===== src/rtl/muldiv_pkg.sv =====
// Shared definitions for the HI/LO iterative multiply/divide unit:
// FSM state encoding, op codes, default operand width and a counter-width helper.
package muldiv_pkg;

    localparam int MULDIV_WIDTH = 32;

    localparam logic OP_MULT = 1'b0;
    localparam logic OP_DIV  = 1'b1;

    typedef enum logic [2:0] {
        IDLE = 3'd0,
        MULT = 3'd1,
        DIV  = 3'd2,
        FIX  = 3'd3,
        DONE = 3'd4
    } state_t;

    // Number of bits needed to hold values 0..value-1 (at least 1).
    function automatic int clog2(input int value);
        int bits;
        int rest;
        bits = 0;
        rest = value - 1;
        while (rest > 0) begin
            bits = bits + 1;
            rest = rest >> 1;
        end
        if (bits == 0) begin
            bits = 1;
        end
        return bits;
    endfunction

endpackage


===== src/rtl/muldiv_step.sv =====
// One combinational iteration of the multiply/divide datapath.
// Multiply: unsigned shift-add, product kept in acc[2W-1:0], multiplier consumed from the LSB.
// Divide:   restoring shift-subtract, remainder in acc[2W:W], dividend/quotient in acc[W-1:0].
//           The quotient bit is returned separately; the top shifts it into acc[0].
module muldiv_step
    import muldiv_pkg::*;
#(
    parameter int WIDTH = MULDIV_WIDTH
) (
    input  logic               op_i,
    input  logic [2*WIDTH:0]   acc_i,
    input  logic [WIDTH-1:0]   operand_i,
    output logic [2*WIDTH:0]   acc_o,
    output logic               q_bit_o
);

    logic [WIDTH:0]   add_sum;
    logic [WIDTH+1:0] shifted;
    logic [WIDTH+1:0] diff;

    // Compute both candidate iterations and select on the operation.
    always_comb begin
        add_sum = '0;
        shifted = '0;
        diff    = '0;
        acc_o   = '0;
        q_bit_o = 1'b0;
        if (op_i == OP_DIV) begin
            // Remainder shifted left with the next dividend bit appended.
            shifted = {acc_i[2*WIDTH:WIDTH], acc_i[WIDTH-1]};
            diff    = shifted - {2'b00, operand_i};
            q_bit_o = ~diff[WIDTH+1];
            acc_o   = {(q_bit_o ? diff[WIDTH:0] : shifted[WIDTH:0]),
                       acc_i[WIDTH-2:0], 1'b0};
        end else begin
            add_sum = {1'b0, acc_i[2*WIDTH-1:WIDTH]}
                    + (acc_i[0] ? {1'b0, operand_i} : {(WIDTH+1){1'b0}});
            acc_o   = {1'b0, add_sum, acc_i[WIDTH-1:1]};
        end
    end

endmodule


===== src/rtl/hilo_seq_muldiv.sv =====
// Iterative signed multiply/divide unit feeding the HI/LO registers.
// Mult: {hi_out, lo_out} = a_in * b_in.  Div: lo_out = quotient, hi_out = remainder.
// Optional macro MULDIV_UNSIGNED_EN adds is_unsigned for multu/divu behaviour.
module hilo_seq_muldiv
    import muldiv_pkg::*;
#(
    parameter int WIDTH = MULDIV_WIDTH
) (
    input  logic             clock,
    input  logic             reset,
    input  logic             start,
    input  logic             op,
`ifdef MULDIV_UNSIGNED_EN
    input  logic             is_unsigned,
`endif
    input  logic [WIDTH-1:0] a_in,
    input  logic [WIDTH-1:0] b_in,
    output logic [WIDTH-1:0] hi_out,
    output logic [WIDTH-1:0] lo_out,
    output logic             busy,
    output logic             done,
    output logic             div_by_zero
);

    localparam int CW = clog2(WIDTH + 1);

    state_t             state_q;
    logic [2*WIDTH:0]   acc_q;
    logic [WIDTH-1:0]   operand_q;
    logic               sign_a_q;
    logic               sign_b_q;
    logic               op_q;
    logic [CW-1:0]      cnt_q;
    logic [WIDTH-1:0]   hi_q;
    logic [WIDTH-1:0]   lo_q;
    logic               busy_q;
    logic               done_q;
    logic               dbz_q;

    logic               signed_mode;
    logic               neg_a;
    logic               neg_b;
    logic [WIDTH-1:0]   mag_a;
    logic [WIDTH-1:0]   mag_b;
    logic [2*WIDTH:0]   acc_step_d;
    logic               q_bit;
    logic [2*WIDTH:0]   acc_d;
    logic [2*WIDTH-1:0] product_fix;
    logic [WIDTH-1:0]   quot_fix;
    logic [WIDTH-1:0]   rem_fix;

`ifdef MULDIV_UNSIGNED_EN
    assign signed_mode = ~is_unsigned;
`else
    assign signed_mode = 1'b1;
`endif

    // Operand magnitudes; the most-negative value maps onto itself as an unsigned number.
    always_comb begin
        neg_a = signed_mode & a_in[WIDTH-1];
        neg_b = signed_mode & b_in[WIDTH-1];
        mag_a = neg_a ? -a_in : a_in;
        mag_b = neg_b ? -b_in : b_in;
    end

    muldiv_step #(
        .WIDTH     (WIDTH)
    ) u_step (
        .op_i      (op_q),
        .acc_i     (acc_q),
        .operand_i (operand_q),
        .acc_o     (acc_step_d),
        .q_bit_o   (q_bit)
    );

    // Next accumulator: divide shifts the fresh quotient bit into the freed LSB.
    always_comb begin
        acc_d = acc_step_d;
        if (op_q == OP_DIV) begin
            acc_d = {acc_step_d[2*WIDTH:1], q_bit};
        end
    end

    // Sign correction of the magnitude results; latched signs are zero in unsigned mode.
    always_comb begin
        product_fix = acc_q[2*WIDTH-1:0];
        quot_fix    = acc_q[WIDTH-1:0];
        rem_fix     = acc_q[2*WIDTH-1:WIDTH];
        if (sign_a_q ^ sign_b_q) begin
            product_fix = -acc_q[2*WIDTH-1:0];
            quot_fix    = -acc_q[WIDTH-1:0];
        end
        if (sign_a_q) begin
            rem_fix = -acc_q[2*WIDTH-1:WIDTH];
        end
    end

    // Control FSM with registered busy/done/div_by_zero and the HI/LO result registers.
    always_ff @(posedge clock or posedge reset) begin
        if (reset) begin
            state_q   <= IDLE;
            acc_q     <= '0;
            operand_q <= '0;
            sign_a_q  <= 1'b0;
            sign_b_q  <= 1'b0;
            op_q      <= OP_MULT;
            cnt_q     <= '0;
            hi_q      <= '0;
            lo_q      <= '0;
            busy_q    <= 1'b0;
            done_q    <= 1'b0;
            dbz_q     <= 1'b0;
        end else begin
            done_q <= 1'b0;
            dbz_q  <= 1'b0;
            case (state_q)
                IDLE: begin
                    if (start) begin
                        sign_a_q <= neg_a;
                        sign_b_q <= neg_b;
                        op_q     <= op;
                        cnt_q    <= '0;
                        busy_q   <= 1'b1;
                        if (op == OP_DIV) begin
                            acc_q     <= {{(WIDTH+1){1'b0}}, mag_a};
                            operand_q <= mag_b;
                        end else begin
                            acc_q     <= {{(WIDTH+1){1'b0}}, mag_b};
                            operand_q <= mag_a;
                        end
                        if (op == OP_DIV && b_in == '0) begin
                            // Skip the iterations; HI/LO stay untouched.
                            state_q <= DONE;
                            done_q  <= 1'b1;
                            dbz_q   <= 1'b1;
                        end else if (op == OP_DIV) begin
                            state_q <= DIV;
                        end else begin
                            state_q <= MULT;
                        end
                    end
                end
                MULT, DIV: begin
                    acc_q <= acc_d;
                    cnt_q <= cnt_q + CW'(1);
                    if (cnt_q == CW'(WIDTH - 1)) begin
                        state_q <= FIX;
                    end
                end
                FIX: begin
                    if (op_q == OP_DIV) begin
                        hi_q <= rem_fix;
                        lo_q <= quot_fix;
                    end else begin
                        hi_q <= product_fix[2*WIDTH-1:WIDTH];
                        lo_q <= product_fix[WIDTH-1:0];
                    end
                    state_q <= DONE;
                    done_q  <= 1'b1;
                end
                DONE: begin
                    state_q <= IDLE;
                    busy_q  <= 1'b0;
                end
                default: begin
                    state_q <= IDLE;
                    busy_q  <= 1'b0;
                end
            endcase
        end
    end

    assign hi_out      = hi_q;
    assign lo_out      = lo_q;
    assign busy        = busy_q;
    assign done        = done_q;
    assign div_by_zero = dbz_q;

endmodule


===== config.mk =====
export PLATFORM = sky130hd
export DESIGN_NAME = hilo_seq_muldiv
export DESIGN_NICKNAME = d
export VERILOG_FILES = /design/src/rtl/muldiv_pkg.sv /design/src/rtl/muldiv_step.sv /design/src/rtl/hilo_seq_muldiv.sv
export SDC_FILE = /design/constraint.sdc
export NUM_CORES = 1
export LEC_CHECK = 0
export CORE_UTILIZATION = 50
export CTS_BUF_LIST = sky130_fd_sc_hd__clkbuf_4 sky130_fd_sc_hd__clkbuf_8
export CTS_CLUSTER_DIAMETER = 120
export DETAILED_ROUTE_END_ITERATION = 10
export PLACE_DENSITY = 0.72
export SLEW_MARGIN = 5
export SYNTH_ARGS = -nofsm -noshare
export SYNTH_HDL_FRONTEND = slang
export SYNTH_SLANG_ARGS = --single-unit

===== constraint.sdc =====
create_clock -name clock -period 10.7 [get_ports clock]
set_clock_uncertainty 0.1 [all_clocks]
set_input_delay 2.14 -clock clock [delete_from_list [all_inputs] [get_ports clock]]
set_output_delay 2.14 -clock clock [all_outputs]
set_load 0.05 [all_outputs]

==> After elaboration in Yosys (flattened, before gate mapping) <==
Index checks and enable logic that the tools add are counted.
{ "classes": {"addsub": 8, "n_eq_ne": 6, "mux": 28, "bitwise": 3, "reduce_logical": 10} }
{ "op_table": {"columns": ["cell", "n"], "rows": [
  ["32-bit 2-to-1 mux", 9],
  ["65-bit 2-to-1 mux", 2],
  ["65-bit case mux with 2 select lines", 1],
  ["32-bit negation", 4],
  ["64-bit 2-to-1 mux", 1],
  ["64-bit negation", 1],
  ["34-bit by 32-bit subtractor with 34-bit output", 1],
  ["32-bit by 33-bit adder with 33-bit output", 1],
  ["33-bit 2-to-1 mux", 1],
  ["32-bit zero test", 1],
  ["6-bit case mux with 2 select lines", 1],
  ["3-bit 2-to-1 mux", 3],
  ["3-bit case mux with 3 select lines", 1],
  ["2-bit AND reduction", 4],
  ["6-bit by 1-bit adder with 6-bit output, second input constant", 1],
  ["3-bit by 2-bit == test with 1-bit output, second input constant", 2],
  ["6-bit by 5-bit == test with 1-bit output, second input constant", 1],
  ["6-bit 2-to-1 mux", 1],
  ["1-bit 2-to-1 mux", 5],
  ["2-bit != test, second input constant", 2],
  ["1-bit case mux with 2 select lines", 2],
  ["3-bit by 1-bit == test with 1-bit output, second input constant", 1],
  ["3-bit zero test", 1],
  ["3-bit OR reduction", 1],
  ["6 further kinds", 7]
]} }
{ "totals": {"ff_bits": 176, "inputBits": 68, "out_inout_bits": 67, "elab_cells": 67} }

==> Longest topological paths before layout <==
Gate-level depths: netlist of run 1.
{ "depth": {"word_depth": 5, "mapped_depth": 15, "ltp_nobuf": 14} }

==> By module <==
From an unflattened synthesis of run 1, not the netlist that was laid out.
{ "unflattened": {"cells_unflattened": 1877, "area_unflattened_um2": 15253.4} }
{ "modules_own_cells": {"columns": ["mod", "instances", "cells_per_inst", "area_each_um2", "seq_area_each_um2"], "rows": [
  ["hilo_seq_muldiv", 1, 1168, 10301.1, 4404.2],
  ["muldiv_step", 1, 709, 4952.2, 0.0]
]} }

==> Worst setup path before layout of run 1 <==
Ideal clock, no wire load.
{ "synth_path": {"kind": "input to register", "startpoint": "in b_in[8]", "endpoint": "reg acc_q[21]", "setup_time_ns": 0.130, "arrival_time_ns": 4.537, "t_required_ns": 10.470, "slack_ns": 5.933, "stages": 9, "n_path_buf": 0, "path_cell_list": "or4_4 or3_4 or4_4 or3_4 o41ai_4 xor2_1 a21oi_1 a21oi_1 o21ai_1"} }
{ "synth_between": {"elab_chain_cells": 5} }
{ "synth_rtl": {"columns": ["element", "line_no", "rtl"], "rows": [
  ["from (decl)", "hilo_seq_muldiv.sv:17", "input logic [WIDTH-1:0] b_in,"],
  ["32-bit negation", "hilo_seq_muldiv.sv:63", "mag_b = neg_b ? -b_in : b_in;"],
  ["32-bit 2-to-1 mux", "hilo_seq_muldiv.sv:63", null],
  ["32-bit 2-to-1 mux", "hilo_seq_muldiv.sv:124", "if (op == OP_DIV) begin"],
  ["65-bit 2-to-1 mux", "hilo_seq_muldiv.sv:118", "if (start) begin"],
  ["65-bit case mux with 2 select lines", "hilo_seq_muldiv.sv:116", "case (state_q)"],
  ["to (signal assigned)", "hilo_seq_muldiv.sv:125", "acc_q <= {{(WIDTH+1){1'b0}}, mag_a};"],
  ["to (signal assigned)", "hilo_seq_muldiv.sv:128", "acc_q <= {{(WIDTH+1){1'b0}}, mag_b};"],
  ["to (decl)", "hilo_seq_muldiv.sv:28", "logic [2*WIDTH:0] acc_q;"]
]} }
Every way passes these cells. The select of a mux whose other input is x is not followed.
A chain may end at the register's enable or synchronous reset.

==> Final worst setup path of run 1 <==
{ "layout_path": {"startpoint": "in b_in[8]", "endpoint": "reg operand_q[24]"} }
{ "layout_between": {"elab_chain_cells": 3} }
{ "layout_rtl": {"columns": ["element", "line_no", "rtl"], "rows": [
  ["32-bit negation", "hilo_seq_muldiv.sv:63", null],
  ["32-bit 2-to-1 mux", "hilo_seq_muldiv.sv:63", null],
  ["32-bit 2-to-1 mux", "hilo_seq_muldiv.sv:124", null],
  ["to (signal assigned)", "hilo_seq_muldiv.sv:126", "operand_q <= mag_b;"],
  ["to (signal assigned)", "hilo_seq_muldiv.sv:129", "operand_q <= mag_a;"],
  ["to (decl)", "hilo_seq_muldiv.sv:29", "logic [WIDTH-1:0] operand_q;"]
]} }
Every way passes these cells.

==> run summary, run 1 <==
The flow ran to the end, and the final reports show no timing, DRC or antenna violations. Summing all flip-flop and latch instances after layout gives 4405 sq um. In this run the cell area of the synthesized design comes to 14380 sq um. Measured against its own limit, the worst slew margin works out to 22.14%. The overall die width came out at 171.6 microns. The total grt overflow came out at 0. The final weighted congestion in routability-driven placement came out at 0.9689.

The number of nets in the layout is 2023. The hold buffer count at cts is 0. The number of diodes is 0. The most used flip-flop cell after synthesis is dfrtp_1. At the placement stage, the worst setup path has a slack of 5146 ps. Data arrives at the worst endpoint at 5370 ps. Derived from the worst setup path, the maximum achievable clock frequency is 0.1951 GHz. Setup repair after global routing left no endpoint under its margin. The number of instances resized during post-cts repair is 0.

The detailed-routing iteration count for the pre-antenna-repair pass came out at 5. The clock transition at the registers of the reported paths is 110 ps. The length in cells of the worst reg-to-reg path is 14.

The transition time at the pin with the least slew margin is 1164 ps. The worst endpoint required time came out at 10950 ps. The simple-gate portion of the synthesized area came out at 17.68%. The cell type with the largest total area after synthesis is dfrtp_1. The number of levels in the clock H-tree is 4.

After layout, the worst setup slack is 5576 ps. The quantity of I/O buffers inserted on ports came out at 134. The maximum buffer depth of the clock tree is 2.

The routed via count is 13730. The fraction of final layout cells with drive strength greater than 1 came out at 4.586%. Net switching is 54.37% of the power.

The cell area power density is 349.9 nW/um^2. After the first detailed-routing iteration, the DRC count stood at 1201. The utilization after layout came out at 58.49%. The post-synthesis to final-layout area growth is 13.91%. The count of maximum capacitance violations is 0. The number of antenna violations at the first check in global routing was 0. By area, the combinational part of the netlist is dominated by compound AO/OA/AOI/OAI gates. The number of buffers inserted by post-CTS setup repair came out at 0. The via count of the first global-routing pass is 12320. The depth of the worst hold-timing path came out at 2. The overall track demand over capacity in global routing is 29.48%.

The initialized floorplan defines 61 standard-cell rows. The count of flip-flops with a built-in enable after synthesis came out at 0. Ranked by instance count, the synthesized netlist is headed by nand2_1, o21ai_0, dfrtp_1.

The overall die height came out at 171.6 microns. The clock period minus final worst setup slack is 5124 ps. The worst setup path is captured at a register. The power spent charging and discharging nets came out at 3117 uW. The detailed placement HPWL came out at 33.53 mm. The maximum number of pins on one net before global-route repair came out at 128. The xor and xnor area share after synthesis is 10.83%.

In this run the remaining antenna-violating nets after routing total 0. The leakage power of the design came out at 0.006968 uW. The clock sink count is 176.

The worst setup path is of the in2reg kind. The share of synthesized cell area in full adder, half adder and majority cells is 6.281%. The final-report hold violation count was 0. Across the VDD grid, the largest voltage drop is 0.1288 mV.

The first-pass GRT wire length is 67.13 mm. The count of different cell masters after synthesis came out at 76. Cell internal power was estimated by the tool at 2616 uW. nand2_1 is the most common cell in the netlist. The synthesized instance count came out at 1826. The starting density of the core came out at 51.35%.

The number of buffers created by CTS is 17. The area occupied by multi-input gates is 9330 sq um. Registers are responsible for 23.4% of the overall power. The fraction of synthesized area in multiplexers is 4.063%. The die area is 29450 sq um. In this run, synthesis produced a sequential element count of 176. STA classifies the critical path startpoint as an input pin. The number of nets produced by synthesis is 1965. The power share of the combinational group came out at 67.9%. The count of final max-slew check failures came to 0. The average wire per standard cell came out at 19.26 microns. The area of the core is 28010 sq um. The average size of a mapped cell is 7.877 sq um. The DRC violations left came out at 0. In the post-synthesis netlist, the biggest area contributors are dfrtp_1, o21ai_0, xnor2_1.

The number of filler instances in the final layout is 2643. The clock tree from TritonCTS is built. Of the synthesized area, sequential elements account for 30.62%. The async set-or-reset flop fraction in the synthesized netlist is 100.0%. The detailed-route vias per instance is 6.033.

CTS placed an instance of clkbuf_8 at the clock tree root. During I/O placement, the number of pins put on the boundary was 135. The clock network fraction of total power came out at 8.7%.

In the final timing run, aggregate negative setup slack is 0 ps. The top cell type by area accounts for 30.62% of the synthesized area. Wires add up to 43.82 mm. The worst-path maximum fanout came out at 8. Setup violations remaining at the end of the flow were counted as 0. The number of warnings reported in the yosys synthesis log is 0. The later pin in the worst-skew pair is clocked with a latency of 480 ps.

The synthesized netlist devotes 25.71% of its cell area to compound gates. The worst hold path belongs to the class reg2reg. Of the available clock period, the critical path in the final layout requires 47.89%.
cells in the final DEF (no fill, tap or decap), drive strengths merged, types with 21 or more instances in the layout:
cell type      count
clkdlybuf4s50    133
ha                69
xnor2            103
o21ai            239
nand2            230
xor2              74
nand3             21
nor3              30
inv               72
nor2             156
a21oi            160
o31ai             30
mux2i             46
o211ai            25
dfrtp            176
state kept, by name, summed over array words and instances (netlist names):
signal / count
sign_a_q: 1
state_q: 3
acc_q: 65
lo_out: 32
operand_q: 32
div_by_zero: 1
hi_out: 32
done: 1
op_q: 1
sign_b_q: 1
busy: 1
cnt_q: 6
layer usage:
layer / global-route usage, % / routed length, microns / share of wire [%] / up-vias
met2: 46.24 / 19970 / 46 / 470
met1: 41.31 / 19770 / 45 / 6555
met4: 9.239 / 1006 / 2.3 / 0
li1: - / - / - / 6651
met5: 0 / 0 / 0 / -
met3: 4.694 / 3074 / 7.0 / 49
layout make-up:
type                       count  area share, %
clock buffer                  17          1.428
clock inverter                15          1.275
inverter                      68          1.589
multi-input combinational   1469          56.95
sequential                   176          26.89
tap                          378          2.887
timing repair buffer         152          8.981
stage by stage:
stage | total power [uW] | hold WS (ps) | cell area, sq um | instances
2_1_floorplan | 4120 | 349.8 | 14380 | 1826
3_3_place_gp | 5129 | 360.9 | 15930 | 2243
3_5_place_dp | 5196 | 369.5 | 15930 | 2243
4_1_cts | 5702 | 393.1 | 16380 | 2275
5_1_grt | 6171 | 411.5 | 16380 | 2275
6_report | 5733 | 383.5 | 16380 | 2275
power by group through the flow:
stage	clock network, uW	registers, uW	logic (uW)
final	499	1340	3890
after global placement	0	1330	3800
after floorplan	0	1550	2570
after detailed placement	0	1340	3860
after global routing	531	1380	4260
after CTS	510	1320	3870
kinds of logic (layout without fill, tap and decap cells):
group                    count (synthesis)  in the layout
AO/OA/AOI/OAI                          605            605
XOR/XNOR                               177            177
adder cells (fa/ha/maj)                 71             71
buffers and inverters                  181            252
flip-flops                             176            176
multiplexers                            57             57
AND/OR/NAND/NOR                        559            559
worst max-delay path: stages:
cell             delay, ps
clkdlybuf4s50_1        500
or4_4                  590
or3_4                  360
or4_4                  450
or3_1                  510
o41ai_2                310
xor2_1                 230
nand2_1                 90
o211ai_2               120
o21ai_2                 70
worst paths after layout:
path,end,slack (ps),startpoint
worst max-delay path,operand_q[24],5580,b_in[8]
worst min-delay path,hi_out[29],380,hi_out[29]
worst max register to register,acc_q[62],5740,acc_q[0]
worst min register to register,hi_out[29],380,hi_out[29]
max in group asynchronous,acc_q[63],6540,reset
min in group asynchronous,lo_out[15],1970,reset
Note: power is estimated with default switching activity, not from simulation.
==> run 2, diff against run 1 <==
- clock period: 10.7 -> 5.3 ns (I/O delays scaled with it)
==> run 2 against run 1 <==
Compared with the run above:
- critical path type is now reg2reg
- highest routed layer unchanged
- worst hold slack improved by 2.1 ps
- register-to-register slack lost 4800 ps
- final area rose by 0.34%
- sequential cell count unchanged
- global-route usage increased by 1.3 points
- largest power group unchanged
- clock-buffer cell count unchanged
- final cell count up 0.31%
- sequential share of layout area shrank 0.092 points
- power rose by 100%
==> run summary, run 2 (synthesis results as in run 1) <==
The leakage power of the design came out at 0.006998 uW. The detailed-route vias per instance is 6.084. In this run the clock root is driven by a clkbuf_8. The setup slack after placement is 852.1 ps. The clock tree from TritonCTS is built. The number of routed nets with antenna violations came out at 0. Max-cap violations in this run came to 0.

After clock tree synthesis, the clock-pin slew on the worst setup and hold paths is 110 ps. The launch point of the worst hold path is hi_out[0]. The type of the most critical hold path is reg2reg.

The type of the setup path with the least slack is reg2reg. The biggest cell delay along the critical path came out at 550 ps. The first routing iteration left 1296 violations. Setup repair after global routing left no endpoint under its margin. In this run the critical register-to-register path is launched from acc_q[0].

In this run the core area contains 61 standard-cell rows. Compared with the post-synthesis result, the final layout area differs by 14.30%. Entering global routing, the biggest net connects 177 pins. The number of antenna violations at the first check in global routing is 0. The worst-path maximum fanout is 11. The final weighted congestion in routability-driven placement is 0.9703. The power consumption came out at 11700 uW.

The average wire per standard cell is 19.54 microns. The worst vdd rail ir drop is 0.3771 mV. The worst reg-to-reg setup slack is 990 ps. acc_q holds more flip-flops than any other register.

The final-report hold violation count came to 0. The worst endpoint required time came out at 5560 ps. The number of buffers created by CTS came out at 17.

The total overflow left after global routing is 0. The worst endpoint data arrival time is 4570 ps. The routed via count is 13880.

The cell with the biggest individual delay on the critical path is a2111oi_0. In this run the worst setup path begins at acc_q[0]. The setup slack of the critical path after layout came out at 985.8 ps.

CTS saw 176 sinks. The overall die height came out at 171.6 microns. The overall track demand over capacity in global routing is 30.80%. The detailed placement HPWL is 33.80 mm. The number of flip-flops under the largest register name came out at 65. The number of nets in the layout is 2030. The wire length after detailed routing is 44.58 mm. The highest clock rate is 0.2318 GHz. After clock tree synthesis, the flow added hold-fix buffers numbering 0. The cell type with the highest occurrence count on the critical path is o21ai_0. The number of levels in the clock H-tree came out at 4. The via count of the first global-routing pass came out at 12830. The area of the core is 28010 sq um.

For the final routed database, the setup TNS stands at 0 ps. STA classifies the critical path startpoint as a register. Setup violations remaining at the end of the flow were counted as 0. The first-pass GRT wire length came out at 70.30 mm. The die area is 29450 sq um. Leaving out fill and tap cells, the most frequent cell in the layout is nand2_1. The maximum buffer depth of the clock tree is 2. The fraction of the cycle the final worst path needs is 81.40%.

The run finished with clean final reports. The cell area power density is 712.0 nW/um^2. The transition time at the pin with the least slew margin came out at 1241 ps. The worst slew margin relative to its limit is 17.16%. The DRC violations left is 0.

The clock period could shrink to 4314 ps. The quantity of I/O buffers inserted on ports came out at 134. The first detailed-routing pass ran for 5 iterations.

The number of diodes came out at 0. From left edge to right edge, the die measures 171.6 microns. The number of buffers inserted by post-CTS setup repair came out at 0. For this design the top-level I/O count stands at 135.

In the final layout, the share of cells above drive strength 1 is 4.884%. The signal on the critical path passes through inv_1, nor2_1, ha_1, a211oi_1, o21ai_0, o21a_1, o2111ai_1, a21oi_1, a311oi_1, o21ai_0, a2111oi_0, mux2i_1, nand3_1. The starting density of the core is 51.35%.

The count of final max-slew check failures is 0. The worst setup path is captured at a register. The number of instances resized during post-cts repair came out at 0.

The top cell types in the final layout, fill and taps aside, are nand2_1, o21ai_0, dfrtp_1. The later pin in the worst-skew pair is clocked with a latency of 480 ps.
[run 2: per-stage QoR]
step                      utilization [%]  instances  cell area [sq um]  hold slack, ps
after floorplan                         -       1826              14390           349.8
after global placement              57.11       2250              16000           362.7
after detailed placement            57.11       2250              16000           369.6
after CTS                           58.69       2282              16440           394.7
after global routing                58.69       2282              16440           414.8
final                               58.69       2282              16440           385.7
[run 2: final cells by class]
cell class | instances | area, sq um
inverter | 68 | 259.0
timing repair buffer | 159 | 1536
sequential | 176 | 4405
tap | 378 | 473.0
clock buffer | 17 | 234.0
fill | 2657 | 11570
clock inverter | 15 | 209.0
multi-input combinational | 1469 | 9323
[run 2: path summary, 6_finish.rpt]
| path | endpoint | cells after the start |
|---|---|---|
| min reg2reg | hi_out[0] | 2 |
| max | acc_q[62] | 13 |
| max in group asynchronous | op_q | 3 |
| min | hi_out[0] | 2 |
| max reg2reg | acc_q[62] | 13 |
| min in group asynchronous | lo_out[7] | 3 |
[run 2: report_power, final]
group / internal (uW) / switching (uW)
Combinational: 3010 / 4970
Clock: 375 / 643
Sequential: 1930 / 778
[run 2: critical path: cells and delay by family (launching register included)]
family | cells | cell delay (ps)
multiplexers | 1 | 250
flip-flops | 1 | 480
adder cells (fa/ha/maj) | 1 | 260
AND/OR/NAND/NOR | 2 | 190
AO/OA/AOI/OAI | 8 | 2600
buffers and inverters | 1 | 310
[run 2: routing by layer]
| metal | vias to the layer above | part of all wire, % | track usage [%] |
|---|---|---|---|
| met5 | - | 0 | 0 |
| met4 | 0 | 3.0 | 10.83 |
| met3 | 78 | 7.0 | 3.451 |
| met2 | 551 | 45 | 47.84 |
| met1 | 6589 | 45 | 44.01 |
| li1 | 6666 | - | - |
